<file path="src/rtl/tile_mac_accumulator.sv">
// tile_mac_accumulator: one grid position of the Cannon matrix-multiply datapath.
// Accepts SQRT_P pairs of m x m tiles and accumulates C += A*B with a single
// multiply-accumulate per cycle, then presents C until the consumer takes it.
module tile_mac_accumulator #(
  parameter int N_DIVIDE_PS = 2,
  parameter int SQRT_P      = 2,
  parameter int WIDTH       = 32
) (
  input  logic                                       clk,
  input  logic                                       rst,
  input  logic                                       start,
  input  logic [WIDTH*N_DIVIDE_PS*N_DIVIDE_PS-1:0]   tile_a,
  input  logic [WIDTH*N_DIVIDE_PS*N_DIVIDE_PS-1:0]   tile_b,
  input  logic                                       in_valid,
  output logic                                       in_ready,
  output logic [WIDTH*N_DIVIDE_PS*N_DIVIDE_PS-1:0]   acc_out,
  output logic                                       out_valid,
  input  logic                                       out_ready,
  output logic                                       busy
);

  localparam int M  = N_DIVIDE_PS;
  localparam int MM = M * M;
  localparam int TW = WIDTH * MM;
  localparam int CW = (M > 1) ? $clog2(M) : 1;
  localparam int RW = (SQRT_P > 1) ? $clog2(SQRT_P) : 1;
  localparam logic [CW-1:0] IDX_LAST   = CW'(M - 1);
  localparam logic [RW-1:0] ROUND_LAST = RW'(SQRT_P - 1);

  typedef enum logic [1:0] {IDLE, LOAD, COMPUTE, DONE} state_t;

  state_t state, next_state;

  logic [TW-1:0]    a_reg, b_reg, acc;
  logic [CW-1:0]    row, col, kk;
  logic [RW-1:0]    round;
  logic             last_mac;
  logic [WIDTH-1:0] a_elem, b_elem, acc_elem, product;

  assign last_mac = (row == IDX_LAST) && (col == IDX_LAST) && (kk == IDX_LAST);
  assign acc_out  = acc;

  // The low WIDTH bits of a two's complement product equal those of the
  // unsigned product, so a WIDTH-wide multiply gives the wrapped result directly.
  assign product = a_elem * b_elem;

  // Select a[row][kk], b[kk][col] and acc[row][col] for the current MAC step.
  always_comb begin
    a_elem   = '0;
    b_elem   = '0;
    acc_elem = '0;
    for (int e = 0; e < MM; e++) begin
      if (e == int'(row) * M + int'(kk))  a_elem   = a_reg[e*WIDTH +: WIDTH];
      if (e == int'(kk) * M + int'(col))  b_elem   = b_reg[e*WIDTH +: WIDTH];
      if (e == int'(row) * M + int'(col)) acc_elem = acc[e*WIDTH +: WIDTH];
    end
  end

  // State register; reset abandons any product in flight.
  always_ff @(posedge clk or posedge rst) begin
    if (rst) state <= IDLE;
    else     state <= next_state;
  end

  // Next-state and handshake outputs, all decoded from the current state.
  always_comb begin
    next_state = state;
    in_ready   = 1'b0;
    out_valid  = 1'b0;
    busy       = 1'b1;
    case (state)
      IDLE: begin
        busy = 1'b0;
        if (start) next_state = LOAD;
      end
      LOAD: begin
        in_ready = 1'b1;
        if (in_valid) next_state = COMPUTE;
      end
      COMPUTE: begin
        if (last_mac) next_state = (round == ROUND_LAST) ? DONE : LOAD;
      end
      DONE: begin
        out_valid = 1'b1;
        if (out_ready) next_state = IDLE;
      end
      default: next_state = IDLE;
    endcase
  end

  // Datapath: tile capture, MAC index walk (k fastest, then c, then r) and accumulation.
  always_ff @(posedge clk or posedge rst) begin
    if (rst) begin
      a_reg <= '0;
      b_reg <= '0;
      acc   <= '0;
      row   <= '0;
      col   <= '0;
      kk    <= '0;
      round <= '0;
    end else begin
      case (state)
        IDLE: begin
          if (start) begin
            acc   <= '0;
            round <= '0;
          end
        end
        LOAD: begin
          if (in_valid) begin
            a_reg <= tile_a;
            b_reg <= tile_b;
            row   <= '0;
            col   <= '0;
            kk    <= '0;
          end
        end
        COMPUTE: begin
          for (int e = 0; e < MM; e++) begin
            if (e == int'(row) * M + int'(col)) acc[e*WIDTH +: WIDTH] <= acc_elem + product;
          end
          kk <= (kk == IDX_LAST) ? '0 : kk + CW'(1);
          if (kk == IDX_LAST) begin
            col <= (col == IDX_LAST) ? '0 : col + CW'(1);
            if (col == IDX_LAST) row <= (row == IDX_LAST) ? '0 : row + CW'(1);
          end
          if (last_mac && (round != ROUND_LAST)) round <= round + RW'(1);
        end
        default: ;
      endcase
    end
  end

endmodule

</file>
<file path="config.mk">
export PLATFORM = sky130hd
export DESIGN_NAME = tile_mac_accumulator
export DESIGN_NICKNAME = d
export VERILOG_FILES = /design/src/rtl/tile_mac_accumulator.sv
export SDC_FILE = /design/constraint.sdc
export NUM_CORES = 2
export LEC_CHECK = 0
export BUFFER_PORTS_ARGS = -buffer_cell sky130_fd_sc_hd__buf_4
export CAP_MARGIN = 20
export CORE_MARGIN = 10
export CORE_UTILIZATION = 60
export CTS_BUF_LIST = sky130_fd_sc_hd__clkbuf_16
export DETAILED_ROUTE_END_ITERATION = 6
export PLACE_DENSITY = 0.9
export SYNTH_ARGS = -nofsm -noshare
export SYNTH_HDL_FRONTEND = slang
export SYNTH_SLANG_ARGS = --single-unit
</file>
<file path="constraint.sdc">
create_clock -name clk -period 33.1 [get_ports clk]
set_clock_uncertainty 0.15 [all_clocks]
set_input_delay 6.62 -clock clk [delete_from_list [all_inputs] [get_ports clk]]
set_output_delay 6.62 -clock clk [all_outputs]
set_load 0.02 [all_outputs]
</file>
==> impl_metrics.json <==
{
  "cp_max_fo": 67,
  "synthesis.nets": 4557,
  "clk-insertion-delay-late_ns": 0.58,
  "antenna_found_initial": 4,
  "ys_dominant_reg_cell": "sky130_fd_sc_hd__dfrtp_1",
  "relSlewSlack_pct": 19.84,
  "post_cts_resized": 0,
  "final_antenna_net_count": 0,
  "layout.nets": 4861,
  "tritoncts_clock_tree": "done",
  "fin_crit_sh_pct": 32.13,
  "die-width_um": 258.6,
  "gpl.final_weighted_congestion": 0.9310,
  "syn-mean-instance-area_sq_um": 9.146,
  "seq_area_frac_synth_pct": 28.58,
  "wire_per_inst_um": 22.73,
  "cp-start-kind": "flop",
  "setup_ws_ns": 22.47,
  "h_tree_levels": 2,
  "timing.final.max_slew_violations": 0,
  "final_hold_viol_count": 0,
  "layout.core_utilization_pct": 69.55,
  "clock-sinks": 390,
  "critical-path-top-delay-family": "adder cells",
  "post_drt_via_cell_ratio": 6.005,
  "postSynthRegisterBits": 390,
  "dr_total_vias": 29000,
  "ys_async_sr_fraction_pct": 100.0,
  "post_cts_buffers": 0,
  "tightest_slew_ns": 1.194,
  "yosysWarnings": 0,
  "timing.critical_path.slowest_cell_delay_ns": 0.88,
  "cp_common_cell": "sky130_fd_sc_hd__fa_1",
  "first_global_vias": 31380,
  "io_buffer_count": 391,
  "grt_first_pass_wirelength_um": 170900,
  "clock_path_buffers": 3,
  "setup_viol": 0,
  "synth_cell_types": 55,
  "design.portCount": 392,
  "crit_required_ns": 33.43,
  "dp.final_hpwl_um": 80380,
  "clk_root_buffer_cell": "sky130_fd_sc_hd__clkbuf_16",
  "floorplan.die.height_um": 258.6,
  "setup.worst_path.class": "flop to flop",
  "worstPathArrival_ns": 10.96,
  "synth-edff-count": 0,
  "final.min_clock_period_ns": 10.63,
  "crit_slowest_cell": "sky130_fd_sc_hd__mux4_2",
  "drive_gt1_share_pct": 16.53,
  "hold_path.class": "flop to flop",
  "rsz_0062_raised_after_global_routing": "false",
  "grt_max_degree": 165,
  "synthesis.area_sq_mm": 0.03415,
  "grt_usage_pct": 32.85,
  "starting_utilization_of_the_core_area_pct": 60.56,
  "drt-initial-drc-count": 3186,
  "rows": 87,
  "n_fill_cell": 3815,
  "floorplan.die_area_sq_mm": 0.06686,
  "hold_buffers": 0,
  "clkSlewWorstSetupHoldPaths_ns": 0.06,
  "timing.critical_path.buf_inv": 9,
  "post_synth_inst_count": 3734,
  "pre_cts_slack_ns": 22.80,
  "cts_made_buffers": 43,
  "fin_tns_setup_ns": 0,
  "syn_to_final_growth_pct": 14.83,
  "status": "complete, no violations",
  "worstSetupEndpointType": "flop",
  "max_clock_freq_mhz": 94.04,
  "max_cap_check_violation_count": 0,
  "detailedRoute.firstPassIterationCount": 7,
  "gr_ovfl_total": 0,
  "post-route-drc-count": 0,
  "core-area_sq_mm": 0.05639,
  "routed_wl_um": 109700
}
cells by family after synthesis:
group	Yosys count	synth area share [%]
buf+inv	710	8.218
compound gates	251	4.111
simple gates	1558	17.74
mux	180	8.885
flops	390	28.58
xor+xnor	83	2.253
fa+ha+maj	562	30.22
worst min-delay path, cell delays in order (launching register included):
cell                      delay, ns
sky130_fd_sc_hd__dfrtp_1       0.34
sky130_fd_sc_hd__nand2_1       0.05
sky130_fd_sc_hd__nand2_1       0.05
per-stage QoR:
step / instance area (sq um) / std cells / hold WS, ns
after floorplan: 34150 / 3734 / 0.2903
after global placement: 37640 / 4747 / 0.3021
after detailed placement: 37640 / 4747 / 0.3073
after CTS: 39170 / 4826 / 0.3261
after global routing: 39210 / 4828 / 0.3517
final: 39220 / 4829 / 0.3252
area by class of cell:
class / instances / area (sq um) / area share (%)
Inverter: 527 / 1986 / 5.063
Multi-Input combinational cell: 2634 / 21620 / 55.14
Timing Repair Buffer: 442 / 3363 / 8.576
Clock inverter: 35 / 424.2 / 1.082
Tap cell: 756 / 945.9 / 2.412
Antenna cell: 1 / 2.502 / 0.006381
Sequential cell: 390 / 9771 / 24.92
Clock buffer: 44 / 1101 / 2.808
layout by cell type, fill, tap and decap left out, types with 3 or more instances in the layout:
master	n
sky130_fd_sc_hd__a21o_1	9
sky130_fd_sc_hd__a21oi_1	24
sky130_fd_sc_hd__a22o_1	4
sky130_fd_sc_hd__and2_1	39
sky130_fd_sc_hd__and3_1	3
sky130_fd_sc_hd__buf_4	439
sky130_fd_sc_hd__bufinv_16	9
sky130_fd_sc_hd__clkbuf_16	44
sky130_fd_sc_hd__clkinv_1	7
sky130_fd_sc_hd__clkinv_2	8
sky130_fd_sc_hd__dfrtp_1	387
sky130_fd_sc_hd__dfrtp_4	3
sky130_fd_sc_hd__fa_1	438
sky130_fd_sc_hd__ha_1	124
sky130_fd_sc_hd__inv_1	530
sky130_fd_sc_hd__inv_6	3
sky130_fd_sc_hd__inv_8	3
sky130_fd_sc_hd__mux2_2	42
sky130_fd_sc_hd__mux2i_1	44
sky130_fd_sc_hd__mux4_2	93
sky130_fd_sc_hd__nand2_1	1192
sky130_fd_sc_hd__nand2b_1	9
sky130_fd_sc_hd__nand3_1	7
sky130_fd_sc_hd__nand3b_1	3
sky130_fd_sc_hd__nor2_1	279
sky130_fd_sc_hd__nor2b_1	6
sky130_fd_sc_hd__nor3_1	4
sky130_fd_sc_hd__o21a_1	11
sky130_fd_sc_hd__o21ai_0	148
sky130_fd_sc_hd__o21ai_1	22
sky130_fd_sc_hd__o21ai_2	10
sky130_fd_sc_hd__o31ai_1	5
sky130_fd_sc_hd__or2_2	4
sky130_fd_sc_hd__xnor2_1	61
sky130_fd_sc_hd__xor2_1	18
final timing paths:
check | start | to | slack, ns | cells past startpoint
max in group asynchronous | rst | b_reg[50] | 24.82 | 4
worst min-delay path | b_reg[119] | b_reg[119] | 0.33 | 2
worst min register to register | b_reg[119] | b_reg[119] | 0.33 | 2
worst max-delay path | kk | acc_out[94] | 22.47 | 29
worst max register to register | kk | acc_out[94] | 22.47 | 29
min in group asynchronous | rst | acc_out[95] | 5.85 | 2
cells in the mapped netlist (5+ instances only):
library cell               instances  area, sq um
sky130_fd_sc_hd__o31ai_1           5        37.54
sky130_fd_sc_hd__mux2i_1          44        440.4
sky130_fd_sc_hd__mux4_2           93         2095
sky130_fd_sc_hd__o21ai_0         153        765.7
sky130_fd_sc_hd__ha_1            124         1551
sky130_fd_sc_hd__nand3_1           7        35.03
sky130_fd_sc_hd__and2_1           40        250.2
sky130_fd_sc_hd__nand2_1        1193         4478
sky130_fd_sc_hd__nand2b_1         10        62.56
sky130_fd_sc_hd__mux2_2           42        473.0
sky130_fd_sc_hd__buf_4             5        37.54
sky130_fd_sc_hd__dfrtp_1         390         9759
sky130_fd_sc_hd__a21oi_1          24        120.1
sky130_fd_sc_hd__buf_1            20        75.07
sky130_fd_sc_hd__fa_1            438         8768
sky130_fd_sc_hd__inv_1           527         1978
sky130_fd_sc_hd__xnor2_1          61        534.3
sky130_fd_sc_hd__o21a_1           11        82.58
sky130_fd_sc_hd__xor2_1           18        157.7
sky130_fd_sc_hd__o21ai_1          23        115.1
sky130_fd_sc_hd__buf_12            5        100.1
sky130_fd_sc_hd__buf_2            15        75.07
sky130_fd_sc_hd__clkbuf_1        135        506.7
sky130_fd_sc_hd__a21o_1            9        67.56
sky130_fd_sc_hd__nor2_1          280         1051
sky130_fd_sc_hd__nor2b_1           6        37.54
per-layer routing:
| layer | track usage [%] | vias to the layer above | wire length, um |
|---|---|---|---|
| met5 | 0.4383 | - | 72 |
| met4 | 25.55 | 6 | 10050 |
| met3 | 9.407 | 709 | 12380 |
| met2 | 53.36 | 1991 | 52440 |
| met1 | 36.15 | 14270 | 34800 |
| li1 | - | 12020 | - |
Power is left out: the tool's default activity adds up to more than one toggle a clock period on the data nets, which glitch-free logic cannot reach.
